`config.mk`:
```
export PLATFORM = sky130hd
export DESIGN_NAME = pc_stack
export DESIGN_NICKNAME = d
export VERILOG_FILES = /design/src/rtl/pc_stack.sv
export SDC_FILE = /design/constraint.sdc
export NUM_CORES = 1
export LEC_CHECK = 0
export CORE_UTILIZATION = 45
export CTS_CLUSTER_DIAMETER = 60
export CTS_CLUSTER_SIZE = 10
export DETAILED_ROUTE_END_ITERATION = 8
export GPL_TIMING_DRIVEN = 0
export PLACE_DENSITY_LB_ADDON = 0.12
export RECOVER_POWER = 25
export SLEW_MARGIN = 15
export SYNTH_ARGS = -nofsm -noshare
export SYNTH_HDL_FRONTEND = slang
export SYNTH_SLANG_ARGS = --single-unit
export TNS_END_PERCENT = 100
```
`constraint.sdc`:
```
create_clock -name clk -period 3.4 [get_ports clk]
set_clock_uncertainty 0.1 [all_clocks]
set_input_delay 0.85 -clock clk [delete_from_list [all_inputs] [get_ports clk]]
set_output_delay 0.85 -clock clk [all_outputs]
set_load 0.05 [all_outputs]
```
`src/rtl/pc_stack.sv`:
```
// Program counter with a hardware call/return stack, depth/full/empty status and a sticky fault flag.
// Optional build macro PC_STACK_TRAP_EN: stack faults jump to TRAP_VECTOR instead of in/hold.
module pc_stack #(
  parameter int               WIDTH        = 16,
  parameter int               DEPTH        = 8,
  parameter logic [WIDTH-1:0] RESET_VECTOR = '0,
  parameter logic [WIDTH-1:0] TRAP_VECTOR  = '1
) (
  input  logic                       clk,
  input  logic                       reset_n,
  input  logic                       inc,
  input  logic                       load,
  input  logic                       call,
  input  logic                       ret,
  input  logic [WIDTH-1:0]           in,
  output logic [WIDTH-1:0]           out,
  output logic [$clog2(DEPTH+1)-1:0] depth,
  output logic                       full,
  output logic                       empty,
  output logic                       err
);

  localparam int DW = $clog2(DEPTH+1);
  localparam int AW = $clog2(DEPTH);

  logic [WIDTH-1:0] stack_mem [DEPTH];
  logic [WIDTH-1:0] pc_inc;
  logic [WIDTH-1:0] pc_nxt;
  logic [DW-1:0]    depth_nxt;
  logic             err_nxt;
  logic             push;
  logic [AW-1:0]    wr_ptr;
  logic [AW-1:0]    rd_ptr;

  assign pc_inc = out + WIDTH'(1);
  assign full   = (depth == DW'(DEPTH));
  assign empty  = (depth == '0);
  // depth < DEPTH whenever wr_ptr is used, so the low bits address the entry directly
  assign wr_ptr = depth[AW-1:0];
  assign rd_ptr = wr_ptr - AW'(1);

  always_comb begin
    pc_nxt    = out;
    depth_nxt = depth;
    err_nxt   = err;
    push      = 1'b0;
    if (call) begin
      if (!full) begin
        push      = 1'b1;
        depth_nxt = depth + DW'(1);
        pc_nxt    = in;
      end else begin
        err_nxt = 1'b1;
`ifdef PC_STACK_TRAP_EN
        pc_nxt  = TRAP_VECTOR;
`else
        pc_nxt  = in;
`endif
      end
    end else if (ret) begin
      if (!empty) begin
        depth_nxt = depth - DW'(1);
        pc_nxt    = stack_mem[rd_ptr];
      end else begin
        err_nxt = 1'b1;
`ifdef PC_STACK_TRAP_EN
        pc_nxt  = TRAP_VECTOR;
`endif
      end
    end else if (load) begin
      pc_nxt = in;
    end else if (inc) begin
      pc_nxt = pc_inc;
    end
  end

  always_ff @(posedge clk or negedge reset_n) begin
    if (!reset_n) begin
      out   <= RESET_VECTOR;
      depth <= '0;
      err   <= 1'b0;
    end else begin
      out   <= pc_nxt;
      depth <= depth_nxt;
      err   <= err_nxt;
    end
  end

  // Entry storage carries no reset; depth alone defines which entries are valid.
  always_ff @(posedge clk) begin
    if (push) stack_mem[wr_ptr] <= pc_inc;
  end

endmodule
```
Yosys cells after proc, flatten, opt, wreduce, memory -nomap -nowiden:

Memory sizes are Yosys's and may differ from the RTL's.
Index checks and enable logic that the tools add are counted.
Widths: inputs -> output; s select.

* divide/modulo/power cells: 0
* add/subtract/negate cells: 4
* bitwise gates (word level): 0
* mux-type cells: 17
* reduce and logical (&&, ||, !) cells: 7
* equal/unequal tests: 5
* shifts and indexed selects: 0
* order comparisons: 0
* multiply operators: 0

Operators with widths (count)
* $mux 16: 5
* $add 16x1->16 const B: 1
* $mux 4: 4
* $mux 1: 8
* $reduce_and 3->1: 2
* $add 4x1->4 const B: 1
* $eq 4x4->1 const B: 1
* $logic_not 4->1: 1
* $ne 2x2->1 const B: 2
* $reduce_bool 2->1: 2
* $reduce_bool 4->1: 1
* $sub 4x1->4 const B: 1
* $ne 3x3->1 const B: 1
* $sub 3x1->3 const B: 1
* $ne 2x1->1 const B: 1
* $reduce_and 2->1: 1

* register bits: 21
* bits in read-only memories: 0
* latch bits: 0
* word-level logic and storage cells: 37
* memories: 1
* RAM bits: 128
* output and inout port bits: 23

Memory list
* stack_mem: depth 8, bits a word 16, read ports 1, clocked after Yosys merged registers in 0, write ports 1, line 26 `logic [WIDTH-1:0] stack_mem [DEPTH];`

Logic depth before layout (Yosys ltp):

* depth after elaboration: 5
* mapped depth: 11
* mapped depth without buffers: 7

Worst setup path before layout:

Ideal clock, no wire load.

* path kind: flip-flop to flip-flop
* start point: register depth[0]
* end point: memory stack_mem[0][0] (enable)
* stages on the path, launching flop included: 8
* data required time: 2.870 ns
* slack: -0.819 ns
* data arrival time: 3.689 ns
* library setup time: 0.430 ns
* cells stage by stage: dfrtp_1 buf_2 buf_4 clkinv_1 ha_1 nand3b_1 inv_1 nor4_1

* longest elaborated chain between the ends: 5

Ends and longest elaborated chain
* start: declaration: line 17 `output logic [$clog2(DEPTH+1)-1:0] depth,`
* start signal: assignment: line 84 `depth <= depth_nxt;`
* $eq 4x4->1: line 36 `assign full = (depth == DW'(DEPTH));`
* named net full: line 18 `output logic full,`
* $mux 1: line 48 `if (!full) begin`
* $mux 1: line 47 `if (call) begin`
* $mux 1: line 91 `if (push) stack_mem[wr_ptr] <= pc_inc;`
* $mux 1 (not written as such): line 91
* end: declaration: line 26

The timed path passes the listed nets, and every way through them passes these cells.

Final worst setup path:

* start point: input call
* end point: memory stack_mem[7][15] (enable)

* longest elaborated chain between the ends: 3

Ends and longest elaborated chain
* start: declaration: line 13 `input logic call,`
* $mux 1: line 47
* $mux 1: line 91
* $mux 1 (not written as such): line 91

Every way passes these cells.

==> summary.txt <==
Ys Warns: 0
Setup Viol. Count Final: 0
pre-CTS setup slack: -518.5 ps
Max Freq: 299.3 MHz
Site Rows: 43
WP data arrival: 3370 ps
Crit. End Element: flop
Worst setup SP type: input port
initial antenna violation count: 0
GRT Util Overall: 0.2428
layout cells sized above 1: 0.1992
buffers and inverters on the worst path: 4
LEAKAGE: 2.823 nW
Clock Latency Late Sink: 420 ps
Sequential Power Share: 0.342
count of different cell masters after synthesis: 55
Power Total: 8.113 mW
CTS H-tree depth: 4
Die Y: 123.2 µm
Worst Path Required: 3430 ps
routed len/inst: 23.88 µm
CTS sink cnt: 149
hold depth: 1
GPL Wtd Cong: 0.9028
total number of vias: 4227
largest net degree at the start of global routing: 22
vias in the first global route: 4230
first-pass GRT wire length: 25.36 mm
drt first pass iters: 5
Post-synth EDFFs: 128
RSZ-0062 raised after global routing: true
Clock power frac: 0.246
R2R depth: 9
Layout Nets: 542
Switching Fraction: 0.3732
fin worst setup slack: 58.78 ps
CTS tree: built
core area: 0.01410 mm²
Initial Util: 0.4690
vias per cell: 5.979
Power per Cell Area: 996.5 mW/mm²
Synth top cells by count: edfxtp_1, nand2_1, mux4_2, nor2_1, dfrtp_1
critical path class: input port to flop
Async SR Flop Fraction: 0.1409
most frequent cell after synthesis: edfxtp_1
syn_nets: 468
Slowest-stage cell, CP: nor2_2
register area share after synthesis: 0.6609
most area-hungry cell type in the Yosys netlist: edfxtp_1
reg2reg end: out[2]$_DFFE_PN0P_
Yosys reg bits: 149
Die Width: 123.2 µm
DP Wirelength: 11.61 mm
CP top delay family: buffers and inverters
Mapped Area: 0.006611 mm²
worst vdd ir: 0.0004684 V
Buffers on Ports: 42
DRC Markers: 0
top_reg_cell synth: edfxtp_1
Num CTS Buffers: 17
Hold Fails Final Rpt: 0
root buf cell: clkbuf_16
Synth-to-Final Area Change: 23.15%
Max FO, Critical Path: 10
area post-placement: 0.007427 mm²
Comb pwr share: 0.412
Max Transition Viols Final: 0
Cell Chain, Critical Path: clkdlybuf4s50_1 -> clkbuf_2 -> clkbuf_1 -> nand2_1 -> nor2_2 -> buf_8
Avg Cell Area, Syn: 15.03 µm²
Antenna diodes: 0
Net Sw Power: 3.028 mW
DR iter-0 viols: 511
die area: 0.01518 mm²
clk slew on worst S/H paths: 60 ps
Clock Tree Buf Depth: 2
slowest stage delay, CP: 600 ps
min Tclk post-route: 3341 ps
Final period util: 0.9827
status: complete, no violations
Synth top area share: 0.5814
origin of the critical flop-to-flop path: depth[0]$_DFFE_PN0P_
ANT nets after route: 0
type of the most critical hold path: flop to flop
reg2reg setup slack: 180 ps
Final Hold Slack: 369.5 ps
final wirelength: 16.88 mm
Boundary Pins: 45
synth top area cells: edfxtp_1, dfrtp_1, mux4_2, nand2_1, mux2i_1
total of max-cap violations: 0
Syn Inst Count: 440
critical hold path startpoint: err$_DFFE_PN0P_
Int Pwr: 5.086 mW
Worst Tran Pin Value: 1384 ps
Min-Delay Endpoint: err$_DFFE_PN0P_
post-route cell area: 0.008142 mm²
grt total ovfl: 0
Worst slew margin: 0.07766
==> per-stage QoR <==
stage,utilization,cells,TNS (ps)
floorplan,-,440,-12080
global placement,0.5157,662,-177090
detailed placement,0.5269,671,-54760
CTS,0.5767,706,0
global route,0.5776,707,-924.2
finish,0.5776,707,0
==> kinds of logic (layout without fill, tap and decap cells) <==
kind of cell | count (synthesis) | count (layout) | synth area share
adder cells (fa/ha/maj) | 6 | 6 | 0.01249
buffers and inverters | 28 | 115 | 0.02025
flip-flops | 149 | 149 | 0.6609
AND/OR/NAND/NOR | 118 | 118 | 0.08573
multiplexers | 41 | 41 | 0.1118
XOR/XNOR | 19 | 19 | 0.02801
AO/OA/AOI/OAI | 79 | 79 | 0.08081
==> area by class of cell <==
cell class              instances  area [µm²]
plain buffers                  20       122.6
multi-input cells             263        2180
clock inverters                15       202.7
inverters                       8       31.28
fillers                      1146        5954
flip-flops and latches        149        4369
well taps                     180       225.2
repair buffers                 55       585.6
clock buffers                  17       425.4
==> sequential cells by signal, summed over array words and instances, names as in the netlist <==
signal and flops:
out 16, depth 4, stack_mem 128, err 1
==> per-layer routing <==
layer  GRT usage  share of wire
met1      0.3565           0.46
met2      0.3579           0.45
met3     0.04290          0.065
met4      0.1002          0.027
met5           0              0
==> power by group through the flow <==
stage          sequential (mW)  combinational (mW)  clock [mW]
3_3_place_gp              2.80                3.14           0
3_5_place_dp              2.81                3.27           0
4_1_cts                   2.77                3.35        2.01
5_1_grt                   2.82                3.58        2.07
6_report                  2.78                3.35        1.99
2_1_floorplan             3.06                1.89           0
==> worst register-to-register path, delay by kind of cell, from the launching register on <==
| family | cells | cell delay [ps] |
|---|---|---|
| and+or+nand+nor | 1 | 180 |
| buffers and inverters | 3 | 620 |
| DFF | 1 | 420 |
| AOI/OAI and AO/OA | 4 | 1490 |
| adders and majority gates | 1 | 270 |
==> what timing repair did <==
item / in CTS / in global routing
hold buffers: 0 / 0
setup endpoints to repair: 90 / 45
cloned: 0 / 0
pin swaps: 1 / 1
setup buffers: 3 / 1
gates resized for setup: 17 / 5
==> cell usage in the layout, fill, tap and decap left out, types with 12 or more instances in the layout <==
master	netlist	routed
a21oi_1	17	17
mux2i_1	12	12
nor2_1	22	16
dfrtp_1	21	21
clkdlybuf4s50_1	0	39
mux4_2	22	22
o21ai_0	19	19
nand3_1	20	20
clkbuf_16	0	17
nand2_1	40	40
edfxtp_1	128	128
==> worst max path at each step <==
stage                          from                          to  cells past startpoint  slack, ps
3_3_place_gp                   call   stack_mem[1][5]$_DFFE_PP_                      5      -1800
4_1_cts        depth[0]$_DFFE_PN0P_                        full                      7         30
2_1_floorplan  depth[0]$_DFFE_PN0P_   stack_mem[2][0]$_DFFE_PP_                      8       -210
3_5_place_dp                   call  stack_mem[5][15]$_DFFE_PP_                      6       -520
6_report                       call  stack_mem[7][15]$_DFFE_PP_                      6         60
5_1_grt                        call  stack_mem[7][12]$_DFFE_PP_                      6        -60
(Power assumes the default switching activity.)
